<file path="src/rtl/conv_width_ctrl_if.sv">
`default_nettype none
// ============================================================================
//  Module      : conv_width_ctrl_if
//  Description : Signal bundle between the width-converter sequencer and its
//                neighbours (training/config logic and the 8-bit converter).
//                  byte_valid  - one byte presented to the converter
//                  pclk_req    - requested width select (00=32b 01=16b 10=8b)
//                  req_valid   - width-change request valid
//                  req_ready   - sequencer can take a request this cycle
//                  PCLK        - width select driven to the converter
//                  conv_enb    - converter enable
//                  byte_idx    - slot the next accepted byte fills
//                  word_done   - one-cycle pulse, word completed
//                  err_cfg     - one-cycle pulse, illegal width request
//                  byte_drop   - one-cycle pulse, byte seen while disabled
//                  busy        - sequencer not in its normal run state
//                master : the sequencer (conv_width_ctrl)
//                slave  : the surrounding logic
//  Revision    : 1.0 - initial release
// ============================================================================
interface conv_width_ctrl_if;
   logic       byte_valid;
   logic [1:0] pclk_req;
   logic       req_valid;
   logic       req_ready;
   logic [1:0] PCLK;
   logic       conv_enb;
   logic [1:0] byte_idx;
   logic       word_done;
   logic       err_cfg;
   logic       byte_drop;
   logic       busy;

   modport master (
      input  byte_valid, pclk_req, req_valid,
      output req_ready, PCLK, conv_enb, byte_idx,
             word_done, err_cfg, byte_drop, busy
   );

   modport slave (
      output byte_valid, pclk_req, req_valid,
      input  req_ready, PCLK, conv_enb, byte_idx,
             word_done, err_cfg, byte_drop, busy
   );
endinterface
`default_nettype wire

</file>
<file path="src/rtl/conv_width_ctrl.sv">
`default_nettype none
// ============================================================================
//  Module      : conv_width_ctrl
//  Description : Sequencer for the 8-bit-to-parallel width converter. Owns
//                the PCLK width select, counts byte slots within a word,
//                flags word completion and applies width-change requests
//                only on a word boundary, then holds the converter disabled
//                for a fixed settle window.
//  Ports       : CLK  - clock, rising edge
//                ENB  - asynchronous active-low reset
//                bus  - conv_width_ctrl_if.master (handshake and status)
//  Parameters  : DEFAULT_PCLK - width select loaded at reset
//                SETTLE_CYC   - cycles spent in SETTLE after a switch (1..15)
//  Revision    : 1.0 - initial release
// ============================================================================
module conv_width_ctrl #(
   parameter logic [1:0]  DEFAULT_PCLK = 2'b10,
   parameter int unsigned SETTLE_CYC   = 2
) (
   input  wire logic            CLK,
   input  wire logic            ENB,
   conv_width_ctrl_if.master    bus
);

   typedef enum logic [2:0] {
      S_INIT   = 3'd0,
      S_RUN    = 3'd1,
      S_DRAIN  = 3'd2,
      S_SWITCH = 3'd3,
      S_SETTLE = 3'd4
   } state_t;

   localparam logic [3:0] c_settle_load = 4'(SETTLE_CYC - 1);
   localparam logic [1:0] c_sel_bad     = 2'b11;

   state_t     r_state;
   logic [1:0] r_pclk;
   logic [1:0] r_pend;
   logic [1:0] r_idx;
   logic [3:0] r_cnt;
   logic       r_word_done;
   logic       r_err_cfg;
   logic       r_byte_drop;

   state_t     w_state;
   logic [1:0] w_pclk;
   logic [1:0] w_pend;
   logic [1:0] w_idx;
   logic [3:0] w_cnt;
   logic       w_word_done;
   logic       w_err_cfg;
   logic       w_byte_drop;

   logic [1:0] w_lim;
   logic       w_enabled;
   logic       w_accept;
   logic       w_closes;

   // Last slot index of a word for the current width (bytes per word - 1).
   always_comb begin
      w_lim = 2'd0;
      case (r_pclk)
         2'b00:   w_lim = 2'd3;
         2'b01:   w_lim = 2'd1;
         default: w_lim = 2'd0;
      endcase
   end

   assign w_enabled = (r_state == S_RUN) || (r_state == S_DRAIN);
   assign w_accept  = w_enabled && bus.byte_valid;
   // The byte accepted this cycle fills the final slot of the word.
   assign w_closes  = w_accept && (r_idx == w_lim);

   always_ff @(posedge CLK or negedge ENB) begin
      if (!ENB) begin
         r_state     <= S_INIT;
         r_pclk      <= DEFAULT_PCLK;
         r_pend      <= DEFAULT_PCLK;
         r_idx       <= 2'd0;
         r_cnt       <= 4'd0;
         r_word_done <= 1'b0;
         r_err_cfg   <= 1'b0;
         r_byte_drop <= 1'b0;
      end else begin
         r_state     <= w_state;
         r_pclk      <= w_pclk;
         r_pend      <= w_pend;
         r_idx       <= w_idx;
         r_cnt       <= w_cnt;
         r_word_done <= w_word_done;
         r_err_cfg   <= w_err_cfg;
         r_byte_drop <= w_byte_drop;
      end
   end

   always_comb begin
      w_state     = r_state;
      w_pclk      = r_pclk;
      w_pend      = r_pend;
      w_idx       = r_idx;
      w_cnt       = r_cnt;
      w_word_done = 1'b0;
      w_err_cfg   = 1'b0;
      w_byte_drop = 1'b0;

      // Byte counting is shared by RUN and DRAIN and happens before any
      // request decision, so a simultaneous byte counts at the old width.
      if (w_accept) begin
         if (w_closes) begin
            w_idx       = 2'd0;
            w_word_done = 1'b1;
         end else begin
            w_idx = r_idx + 2'd1;
         end
      end

      case (r_state)
         S_INIT: begin
            w_byte_drop = bus.byte_valid;
            w_state     = S_RUN;
         end

         S_RUN: begin
            if (bus.req_valid) begin
               if (bus.pclk_req == c_sel_bad) begin
                  w_err_cfg = 1'b1;
               end else if (bus.pclk_req != r_pclk) begin
                  w_pend = bus.pclk_req;
                  // Switch straight away when already on a word boundary,
                  // either idle at slot 0 or closing the word right now.
                  if (w_closes || (r_idx == 2'd0 && !bus.byte_valid)) begin
                     w_state = S_SWITCH;
                  end else begin
                     w_state = S_DRAIN;
                  end
               end
            end
         end

         S_DRAIN: begin
            if (w_closes) begin
               w_state = S_SWITCH;
            end
         end

         S_SWITCH: begin
            w_byte_drop = bus.byte_valid;
            w_pclk      = r_pend;
            w_idx       = 2'd0;
            w_cnt       = c_settle_load;
            w_state     = S_SETTLE;
         end

         S_SETTLE: begin
            w_byte_drop = bus.byte_valid;
            if (r_cnt == 4'd0) begin
               w_state = S_RUN;
            end else begin
               w_cnt = r_cnt - 4'd1;
            end
         end

         default: begin
            w_state = S_INIT;
         end
      endcase
   end

   assign bus.conv_enb  = w_enabled;
   assign bus.req_ready = (r_state == S_RUN);
   assign bus.busy      = (r_state != S_RUN);
   assign bus.PCLK      = r_pclk;
   assign bus.byte_idx  = r_idx;
   assign bus.word_done = r_word_done;
   assign bus.err_cfg   = r_err_cfg;
   assign bus.byte_drop = r_byte_drop;

endmodule
`default_nettype wire
</file>
<file path="src/flat_wrapper.sv">
// flat-port wrapper written by rule: the top's interface ports become plain ports
module conv_width_ctrl_flat 
#(
   parameter logic [1:0]  DEFAULT_PCLK = 2'b10,
   parameter int unsigned SETTLE_CYC   = 2
)
  (CLK, ENB, bus_byte_valid, bus_pclk_req, bus_req_valid, bus_req_ready, bus_PCLK, bus_conv_enb, bus_byte_idx, bus_word_done, bus_err_cfg, bus_byte_drop, bus_busy);
  conv_width_ctrl_if bus_i ();
  input  wire logic CLK;
  input  wire logic ENB;
  input wire logic [$bits(bus_i.byte_valid)-1:0] bus_byte_valid;
  input wire logic [$bits(bus_i.pclk_req)-1:0] bus_pclk_req;
  input wire logic [$bits(bus_i.req_valid)-1:0] bus_req_valid;
  output wire logic [$bits(bus_i.req_ready)-1:0] bus_req_ready;
  output wire logic [$bits(bus_i.PCLK)-1:0] bus_PCLK;
  output wire logic [$bits(bus_i.conv_enb)-1:0] bus_conv_enb;
  output wire logic [$bits(bus_i.byte_idx)-1:0] bus_byte_idx;
  output wire logic [$bits(bus_i.word_done)-1:0] bus_word_done;
  output wire logic [$bits(bus_i.err_cfg)-1:0] bus_err_cfg;
  output wire logic [$bits(bus_i.byte_drop)-1:0] bus_byte_drop;
  output wire logic [$bits(bus_i.busy)-1:0] bus_busy;
  assign bus_i.byte_valid = bus_byte_valid;
  assign bus_i.pclk_req = bus_pclk_req;
  assign bus_i.req_valid = bus_req_valid;
  assign bus_req_ready = bus_i.req_ready;
  assign bus_PCLK = bus_i.PCLK;
  assign bus_conv_enb = bus_i.conv_enb;
  assign bus_byte_idx = bus_i.byte_idx;
  assign bus_word_done = bus_i.word_done;
  assign bus_err_cfg = bus_i.err_cfg;
  assign bus_byte_drop = bus_i.byte_drop;
  assign bus_busy = bus_i.busy;
  conv_width_ctrl #(.DEFAULT_PCLK(DEFAULT_PCLK), .SETTLE_CYC(SETTLE_CYC)) u_core (.CLK(CLK), .ENB(ENB), .bus(bus_i));
endmodule
</file>
<file path="config.mk">
export PLATFORM = sky130hd
export DESIGN_NAME = conv_width_ctrl_flat
export DESIGN_NICKNAME = d
export VERILOG_FILES = /design/src/rtl/conv_width_ctrl_if.sv /design/src/rtl/conv_width_ctrl.sv /design/src/flat_wrapper.sv
export SDC_FILE = /design/constraint.sdc
export NUM_CORES = 1
export LEC_CHECK = 0
export ABC_CLOCK_PERIOD_IN_PS = 3200
export CAP_MARGIN = 30
export CELL_PAD_IN_SITES_DETAIL_PLACEMENT = 0
export CELL_PAD_IN_SITES_GLOBAL_PLACEMENT = 1
export CORE_UTILIZATION = 45
export CTS_BUF_LIST = sky130_fd_sc_hd__clkbuf_8
export CTS_CLUSTER_DIAMETER = 200
export DETAILED_ROUTE_END_ITERATION = 8
export GPL_TIMING_DRIVEN = 1
export PLACE_DENSITY_LB_ADDON = 0.1
export SYNTH_ARGS = -nofsm -noshare
export SYNTH_HDL_FRONTEND = slang
export SYNTH_SLANG_ARGS = --single-unit
</file>
<file path="constraint.sdc">
create_clock -name CLK -period 3.2 [get_ports CLK]
set_input_delay 0.8 -clock CLK [delete_from_list [all_inputs] [get_ports CLK]]
set_output_delay 0.8 -clock CLK [all_outputs]
set_load 0.01 [all_outputs]
</file>
# --- Word level (Yosys, flattened, before mapping) ---
# Index checks and enable logic that the tools add are counted.
totals:
  ff_bits: 16
  latch_bits: 0
  mem_bits_rw: 0
  rom_bits: 0
  input_bits: 6
  output_inout_bits: 10
  word_cells: 61
  mem_count: 0
op_classes:
  n_addsub: 2
  mul: 0
  n_div: 0
  magnitude_cmp: 0
  n_eq_ne: 15
  shift: 0
  mux: 19
  bitwise_logic: 1
  reduce_logical: 16
ops:
  columns: ["cell", "count"]
  rows:
  - ["3-bit two-way mux", 5]
  - ["3-bit case mux with 5 select lines", 1]
  - ["4-bit case mux with 2 select lines", 1]
  - ["1-bit two-way mux", 7]
  - ["3-bit by 2-bit equality test with 1-bit output, second input constant", 2]
  - ["2-bit two-way mux", 3]
  - ["2-bit by 1-bit inequality test with 1-bit output, second input constant", 3]
  - ["2-bit inequality test, second input constant", 3]
  - ["5-bit AND reduction", 1]
  - ["2-bit logical NOT", 2]
  - ["4-bit logical NOT", 1]
  - ["4-bit two-way mux", 1]
  - ["2-bit case mux with 2 select lines", 1]
  - ["4-bit AND reduction", 1]
  - ["2-bit nonzero test", 2]
  - ["4-bit by 1-bit subtractor with 4-bit output, second input constant", 1]
  - ["3-bit by 1-bit equality test with 1-bit output, second input constant", 1]
  - ["3-bit equality test, second input constant", 1]
  - ["1-bit logical AND", 3]
  - ["3-bit logical NOT", 1]
  - ["3-bit by 1-bit inequality test with 1-bit output, second input constant", 1]
  - ["3-bit OR reduction", 1]
  - ["2-bit by 1-bit adder with 2-bit output, second input constant", 1]
  - ["2-bit by 1-bit equality test with 1-bit output, second input constant", 1]
  - ["other kinds (7)", 8]

# --- Logic depth before layout (Yosys ltp) ---
# Gate-level depths: netlist of run 1.
logic_depth:
  word_depth: 10
  mapped_depth: 7
  ltp_nobuf: 6

# --- Least setup slack after synthesis of run 1 ---
# Ideal clock, no wire load.
synth_timing:
  path_type: "reg-to-output"
  startpoint: "register u_core.r_state[1]"
  endpoint: "output port bus_busy"
  arrival_time_ns: 0.924
  required_ns: 2.400
  path_slack_ns: 1.476
  stages_incl_launch_ff: 4
  n_path_buf: 1
  path_cell_list: "dfrtp_1 buf_4 nor3b_2 inv_1"
synth_via:
  elab_chain_cells: 1
synth_lines:
  columns: ["item", "line_no", "source"]
  rows:
  - ["start, declared", "conv_width_ctrl.sv:36", "state_t r_state;"]
  - ["start signal, assigned", "conv_width_ctrl.sv:85", "r_state <= w_state;"]
  - ["3-bit by 1-bit inequality test with 1-bit output", "conv_width_ctrl.sv:171", "assign bus.busy = (r_state != S_RUN);"]
  - ["end, declared", "flat_wrapper.sv:21", "output wire logic [$bits(bus_i.busy)-1:0] bus_busy;"]
# Every way passes these cells.

# --- Worst setup path after layout of run 1 ---
layout_timing:
  startpoint: "register u_core.r_state[0]"
  endpoint: "output port bus_req_ready"
layout_via:
  elab_chain_cells: 1
layout_lines:
  columns: ["item", "line_no", "source"]
  rows:
  - ["3-bit by 1-bit equality test with 1-bit output", "conv_width_ctrl.sv:170", "assign bus.req_ready = (r_state == S_RUN);"]
  - ["end, declared", "flat_wrapper.sv:14", "output wire logic [$bits(bus_i.req_ready)-1:0] bus_req_ready;"]
# Every way passes these cells.

==> impl_metrics.env, run 1 <==
export IMPL_path_class="flip-flop to output pin"
export IMPL_hp_class="flip-flop to flip-flop"
export IMPL_cts_tree="done"
export IMPL_grt_pass1_vias=736
export IMPL_yosys_warnings=0
export IMPL_drt_first_pass_iters=4
export IMPL_cts_root_buffer="clkbuf_8"
export IMPL_start_util_pct=49.0
export IMPL_ioPinCount=16
export IMPL_relSlewSlack_pct=50.2
export IMPL_layout_cells_non_filler=145
export IMPL_synth_async_sr_flop_share_pct=100
export IMPL_via_per_inst=5.63
export IMPL_crit_arrival_ns=1.69
export IMPL_hold_buffers=0
export IMPL_fin_nets=128
export IMPL_die_w_um=48.9
export IMPL_clock_skew_final_ns=0.000962
export IMPL_synth_seq_cells=16
export IMPL_synth_edf_count=0
export IMPL_vias=816
export IMPL_fin_crit_ns=2.49
export IMPL_grt_max_degree=17
export IMPL_critPathLaunchType="flip-flop"
export IMPL_place_gp_congestion=0.782
export IMPL_initialDrtViolationCount=7
export IMPL_nFillCells=192
export IMPL_synth_area_um2=991
export IMPL_netlist_top_cells_count="dfrtp_1 (14), a21oi_1 (10), inv_1 (10), nor2_1 (8), nand2_1 (6)"
export IMPL_coreArea_um2=2020
export IMPL_syn_to_final_growth_pct=19.4
export IMPL_die_h_um=48.9
export IMPL_path_clk_slew_ns=0.07
export IMPL_dieArea_um2=2390
export IMPL_gr_total_overflow=0
export IMPL_drt_wirelength_per_cell_um=14.1
export IMPL_track_usage_pct=19.3
export IMPL_syn_mean_instance_area_um2=9.35
export IMPL_clk_latency_ns=0.25
export IMPL_n_antenna_cell=0
export IMPL_drc=0
export IMPL_antenna_left=0
export IMPL_synth_top_area_cell="dfrtp_1"
export IMPL_cts_buffers=3
export IMPL_portBuffers=15
export IMPL_critPathMaxFanout=12
export IMPL_rsz0062_at_grt="no"
export IMPL_status="finished clean"
export IMPL_fin_ws_ns=0.706
export IMPL_postCtsSetupRepairBufs=0
export IMPL_placed_cells=141
export IMPL_synth_area_top_cells="dfrtp_1 (35%), dfstp_2 (5.3%), a21oi_1 (5.1%), ha_1 (3.8%), inv_1 (3.8%)"
export IMPL_dp_worst_setup_slack_ns=0.981
export IMPL_finalHoldViolations=0
export IMPL_cts_sinks=16
export IMPL_leakage_nw=0.516
export IMPL_slew_violations=0
export IMPL_core_rowCount=16
export IMPL_crit_required_ns=2.40
export IMPL_grt_pass1_wl_um=3480
export IMPL_h_tree_depth=1
export IMPL_max_freq_ghz=0.401
export IMPL_p_per_area_nw_per_um2=1030
export IMPL_antenna_found_initial=0
export IMPL_ys_types=40
export IMPL_cp_end_kind="output pin"
export IMPL_irDropWorstVdd_mv=0.540
export IMPL_yosys_area_top_type_share_pct=35.4
export IMPL_max_cap_violations=0
export IMPL_tns_ns=0
export IMPL_cts_resized=0
export IMPL_synth_nets=115
export IMPL_setup_viol=0
export IMPL_placed_cell_area_um2=1130
export IMPL_hpwl_um=1450
export IMPL_fin_crit_sh_pct=78.0
export IMPL_seq_area_um2=403
export IMPL_yosysMostFrequentCell="dfrtp_1"
export IMPL_final_util_pct=58.5
export IMPL_worstMarginPinSlew_ns=0.745
export IMPL_drt_total_wl_um=2040
export IMPL_multi_input_area_um2=504
export IMPL_design_area_um2=1180
export IMPL_drive_above_1_share_pct=11.0
export IMPL_netlist_instances=106
export IMPL_cts_path_max_buffers=2
export IMPL_synth_ff_type="dfrtp_1"
export IMPL_ys_seq_area_share_pct=40.7
==> logic make-up (layout without fill, tap and decap cells) <==
| family | after synthesis | in the layout | synth area share, % |
|---|---|---|---|
| and+or+nand+nor | 37 | 37 | 22.2 |
| AOI/OAI and AO/OA | 26 | 26 | 17.9 |
| buffers and inverters | 17 | 29 | 8.46 |
| DFF | 16 | 16 | 40.7 |
| muxes | 4 | 4 | 4.29 |
| adders and majority gates | 3 | 3 | 3.79 |
| xor gates and xnor gates | 3 | 3 | 2.65 |
==> report_power, final <==
part	total (mW)	internal, mW	leakage, nW	switching, mW
registers	0.432	0.297	0.196	0.135
clock network	0.183	0.109	0.0288	0.0740
logic	0.603	0.322	0.292	0.281
==> registers in the layout, summed over array words and instances, names as in the netlist <==
register              count
u_core.r_cnt              4
u_core.r_state            3
u_core.bus.PCLK           2
u_core.bus.byte_idx       2
u_core.r_pend             2
u_core.bus.byte_drop      1
u_core.bus.err_cfg        1
u_core.bus.word_done      1
==> layer usage <==
layer	share of wire, %	track usage (%)	vias to the layer above
met5	0	0	-
met4	2.1	8.82	0
met3	2.2	2.80	5
met2	47	30.3	14
met1	49	26.3	399
li1	-	-	398
==> worst paths after layout <==
kind	start	endpoint	slack (ns)	depth (start not counted)
max in group asynchronous	ENB	u_core.bus.byte_idx[1]	1.75	1
hold reg to reg	u_core.r_cnt[0]	u_core.r_cnt[0]	0.52	1
setup reg to reg	u_core.r_cnt[1]	u_core.r_cnt[1]	1.50	6
setup / recovery	u_core.r_state[0]	bus_req_ready	0.71	2
hold / removal	u_core.r_cnt[0]	u_core.r_cnt[0]	0.52	1
min in group asynchronous	ENB	u_core.r_cnt[3]	0.98	1
==> worst max-delay path, stage by stage, from the launching register on <==
cell	delay [ns]
dfrtp_1	0.56
nor3b_2	0.31
clkdlybuf4s50_1	0.57
==> cell type report <==
type / instances / share of cell area (%)
Clock buffer: 4 / 4.65
Inverter: 10 / 3.17
Multi-Input combinational cell: 73 / 42.6
Tap cell: 27 / 2.85
Timing Repair Buffer: 15 / 12.7
Sequential cell: 16 / 34.0
==> placed cells by master (no fill, tap or decap), types with 2 or more instances in the layout <==
cell,synthesis,layout
nand4_1,2,2
mux2i_1,2,2
nand2_1,6,6
nor2_1,8,8
nor3_1,3,3
dfrtp_1,14,14
clkdlybuf4s50_1,0,15
nor2b_1,4,4
dfstp_2,2,2
o311ai_0,2,2
o21ai_0,3,3
clkbuf_8,0,4
xor2_1,2,2
a21oi_1,10,10
inv_1,10,10
o31ai_1,3,3
mux2_2,2,2
nand2b_1,2,2
and3_1,3,3
ha_1,3,3
==> through the flow <==
step                      hold WS (ns)  power, mW
final                            0.521       1.22
after global routing             0.550       1.32
after CTS                        0.510       1.22
after detailed placement         0.501       1.04
after global placement           0.490       1.03
after floorplan                  0.465      0.834
(Power assumes the default switching activity.)
==> inputs of run 2 (changes only) <==
ABC_CLOCK_PERIOD_IN_PS = 2370   (was 3200)
CORE_UTILIZATION = 41   (was 45)
clock period = 2.37 ns   (was 3.2 ns; I/O delays follow)
==> impl_metrics.env, run 2 (synthesized netlist as in run 1, its figures left out) <==
export IMPL_status="finished clean"
export IMPL_die_w_um=51.2
export IMPL_switching_power_mw=0.652
export IMPL_portBuffers=15
export IMPL_fin_nets=131
export IMPL_worstMarginPinSlew_ns=0.397
export IMPL_cts_tree="done"
export IMPL_critical_path_max_stage_delay_ns=0.59
export IMPL_antenna_left=0
export IMPL_track_usage_pct=17.9
export IMPL_drt_first_pass_iters=2
export IMPL_switching_share_pct=40.2
export IMPL_startpoint="u_core.r_state[1]"
export IMPL_timing_rr_end="u_core.r_cnt[1]"
export IMPL_power_mw=1.62
export IMPL_dieArea_um2=2620
export IMPL_drt_total_wl_um=2000
export IMPL_power_frac_clock_pct=12.4
export IMPL_coreArea_um2=2250
export IMPL_critPathMaxFanout=11
export IMPL_postCtsSetupRepairBufs=0
export IMPL_leakage_nw=0.529
export IMPL_top_regs="u_core.r_cnt (4), u_core.r_state (3)"
export IMPL_critPathLaunchType="flip-flop"
export IMPL_ioPinCount=16
export IMPL_clock_skew_final_ns=0.00390
export IMPL_rr_startpoint="u_core.r_cnt[1]"
export IMPL_via_per_inst=5.38
export IMPL_path_class="flip-flop to output pin"
export IMPL_initialDrtViolationCount=3
export IMPL_combinationalPowerShare_pct=53.3
export IMPL_finalHoldViolations=0
export IMPL_n_antenna_cell=0
export IMPL_worst_r2r_cell_count=6
export IMPL_largest_reg_flops=4
export IMPL_fin_ws_ns=0.113
export IMPL_cts_root_buffer="clkbuf_8"
export IMPL_grt_pass1_wl_um=3410
export IMPL_p_per_area_nw_per_um2=1360
export IMPL_relSlewSlack_pct=73.1
export IMPL_cts_buffers=3
export IMPL_intPower_mw=0.972
export IMPL_cts_resized=0
export IMPL_path_cells="nor3b_2 -> clkdlybuf4s50_1"
export IMPL_h_tree_depth=1
export IMPL_setup_viol=0
export IMPL_drt_wirelength_per_cell_um=13.4
export IMPL_gr_total_overflow=0
export IMPL_vias=802
export IMPL_crit_required_ns=1.78
export IMPL_irDropWorstVdd_mv=0.674
export IMPL_cp_end_kind="output pin"
export IMPL_hp_class="flip-flop to flip-flop"
export IMPL_hpwl_um=1440
export IMPL_dp_worst_setup_slack_ns=0.339
export IMPL_place_gp_congestion=0.767
export IMPL_reg2reg_slack_ns=0.73
export IMPL_regMostFlops="u_core.r_cnt"
export IMPL_hold_buffers=0
export IMPL_nFillCells=228
export IMPL_clk_latency_ns=0.24
export IMPL_mostFrequentLayoutCell="clkdlybuf4s50_1"
export IMPL_antenna_found_initial=0
export IMPL_fin_crit_sh_pct=95.2
export IMPL_max_freq_ghz=0.443
export IMPL_tns_ns=0
export IMPL_layout_common_cells="clkdlybuf4s50_1 (15), dfrtp_1 (14), inv_1 (11)"
export IMPL_worstSetupEndpoint="bus_req_ready"
export IMPL_cts_path_max_buffers=2
export IMPL_drive_above_1_share_pct=12.4
export IMPL_die_h_um=51.2
export IMPL_cts_sinks=16
export IMPL_crit_arrival_ns=1.66
export IMPL_drc=0
export IMPL_grt_max_degree=17
export IMPL_fin_crit_ns=2.26
export IMPL_core_rowCount=17
export IMPL_syn_to_final_growth_pct=20.8
export IMPL_max_cap_violations=0
export IMPL_grt_pass1_vias=777
export IMPL_slew_violations=0
export IMPL_slowest_stage="clkdlybuf4s50_1"
export IMPL_path_clk_slew_ns=0.06
export IMPL_pwr_share_seq_pct=34.3
export IMPL_start_util_pct=44.0
export IMPL_rsz0062_at_grt="no"
run 2: changes by cell type in the layout (fill, tap and decap cells not counted), sizes merged:
cell	change
buf	+3
inv	+1
clkbuf	-1
run 2: worst min-delay path by stage:
stage | to | slack (ns) | depth (start not counted) | from
final | u_core.r_cnt[0] | 0.51 | 1 | u_core.r_cnt[0]
after global routing | u_core.r_cnt[0] | 0.55 | 1 | u_core.r_cnt[0]
after CTS | u_core.r_cnt[0] | 0.52 | 1 | u_core.r_cnt[0]
after detailed placement | u_core.r_cnt[0] | 0.51 | 1 | u_core.r_cnt[0]
after global placement | u_core.r_cnt[0] | 0.49 | 1 | u_core.r_cnt[0]
after floorplan | u_core.bus.PCLK[0] | 0.30 | 0 | ENB
run 2: final cells by class:
cell class	count	area (µm²)	area share [%]
multi-input cells	73	504	42.1
flip-flops and latches	16	403	33.6
repair buffers	18	173	14.4
clock buffers	3	41.3	3.45
inverters	10	37.5	3.13
well taps	28	35.0	2.93
clock inverters	1	3.75	0.313
run 2: power by group through the flow:
stage	combinational, mW	clock (mW)	sequential [mW]
2_1_floorplan	0.636	0	0.490
3_3_place_gp	0.862	0	0.554
3_5_place_dp	0.869	0	0.559
4_1_cts	0.876	0.212	0.556
5_1_grt	0.975	0.220	0.577
6_report	0.866	0.202	0.556
run 2: layer usage:
layer	routed length [µm]	share of wire [%]	track usage (%)
met5	0	0	0
met4	16	0.80	8.33
met3	57	2.8	2.68
met2	888	44	28.5
met1	1040	52	23.8
run 2: worst max-delay path: cells and delay by family (launching register included):
family	cells	cell delay, ns
flip-flops	1	0.51
AND/OR/NAND/NOR	1	0.32
buffers and inverters	1	0.59
run 2: through the flow:
step / util [%] / cells / area, µm² / hold slack (ns)
2_1_floorplan: - / 106 / 991 / 0.297
3_3_place_gp: 51.1 / 145 / 1150 / 0.494
3_5_place_dp: 51.1 / 145 / 1150 / 0.513
4_1_cts: 53.1 / 149 / 1200 / 0.522
5_1_grt: 53.1 / 149 / 1200 / 0.548
6_report: 53.1 / 149 / 1200 / 0.507
==> inputs of run 3 (changes only) <==
CAP_MARGIN = 40   (was 30)
GPL_ROUTABILITY_DRIVEN = 0   (was default)
==> results of run 3 <==
No change in the layout: final DEF, timing and power equal those of run 2.
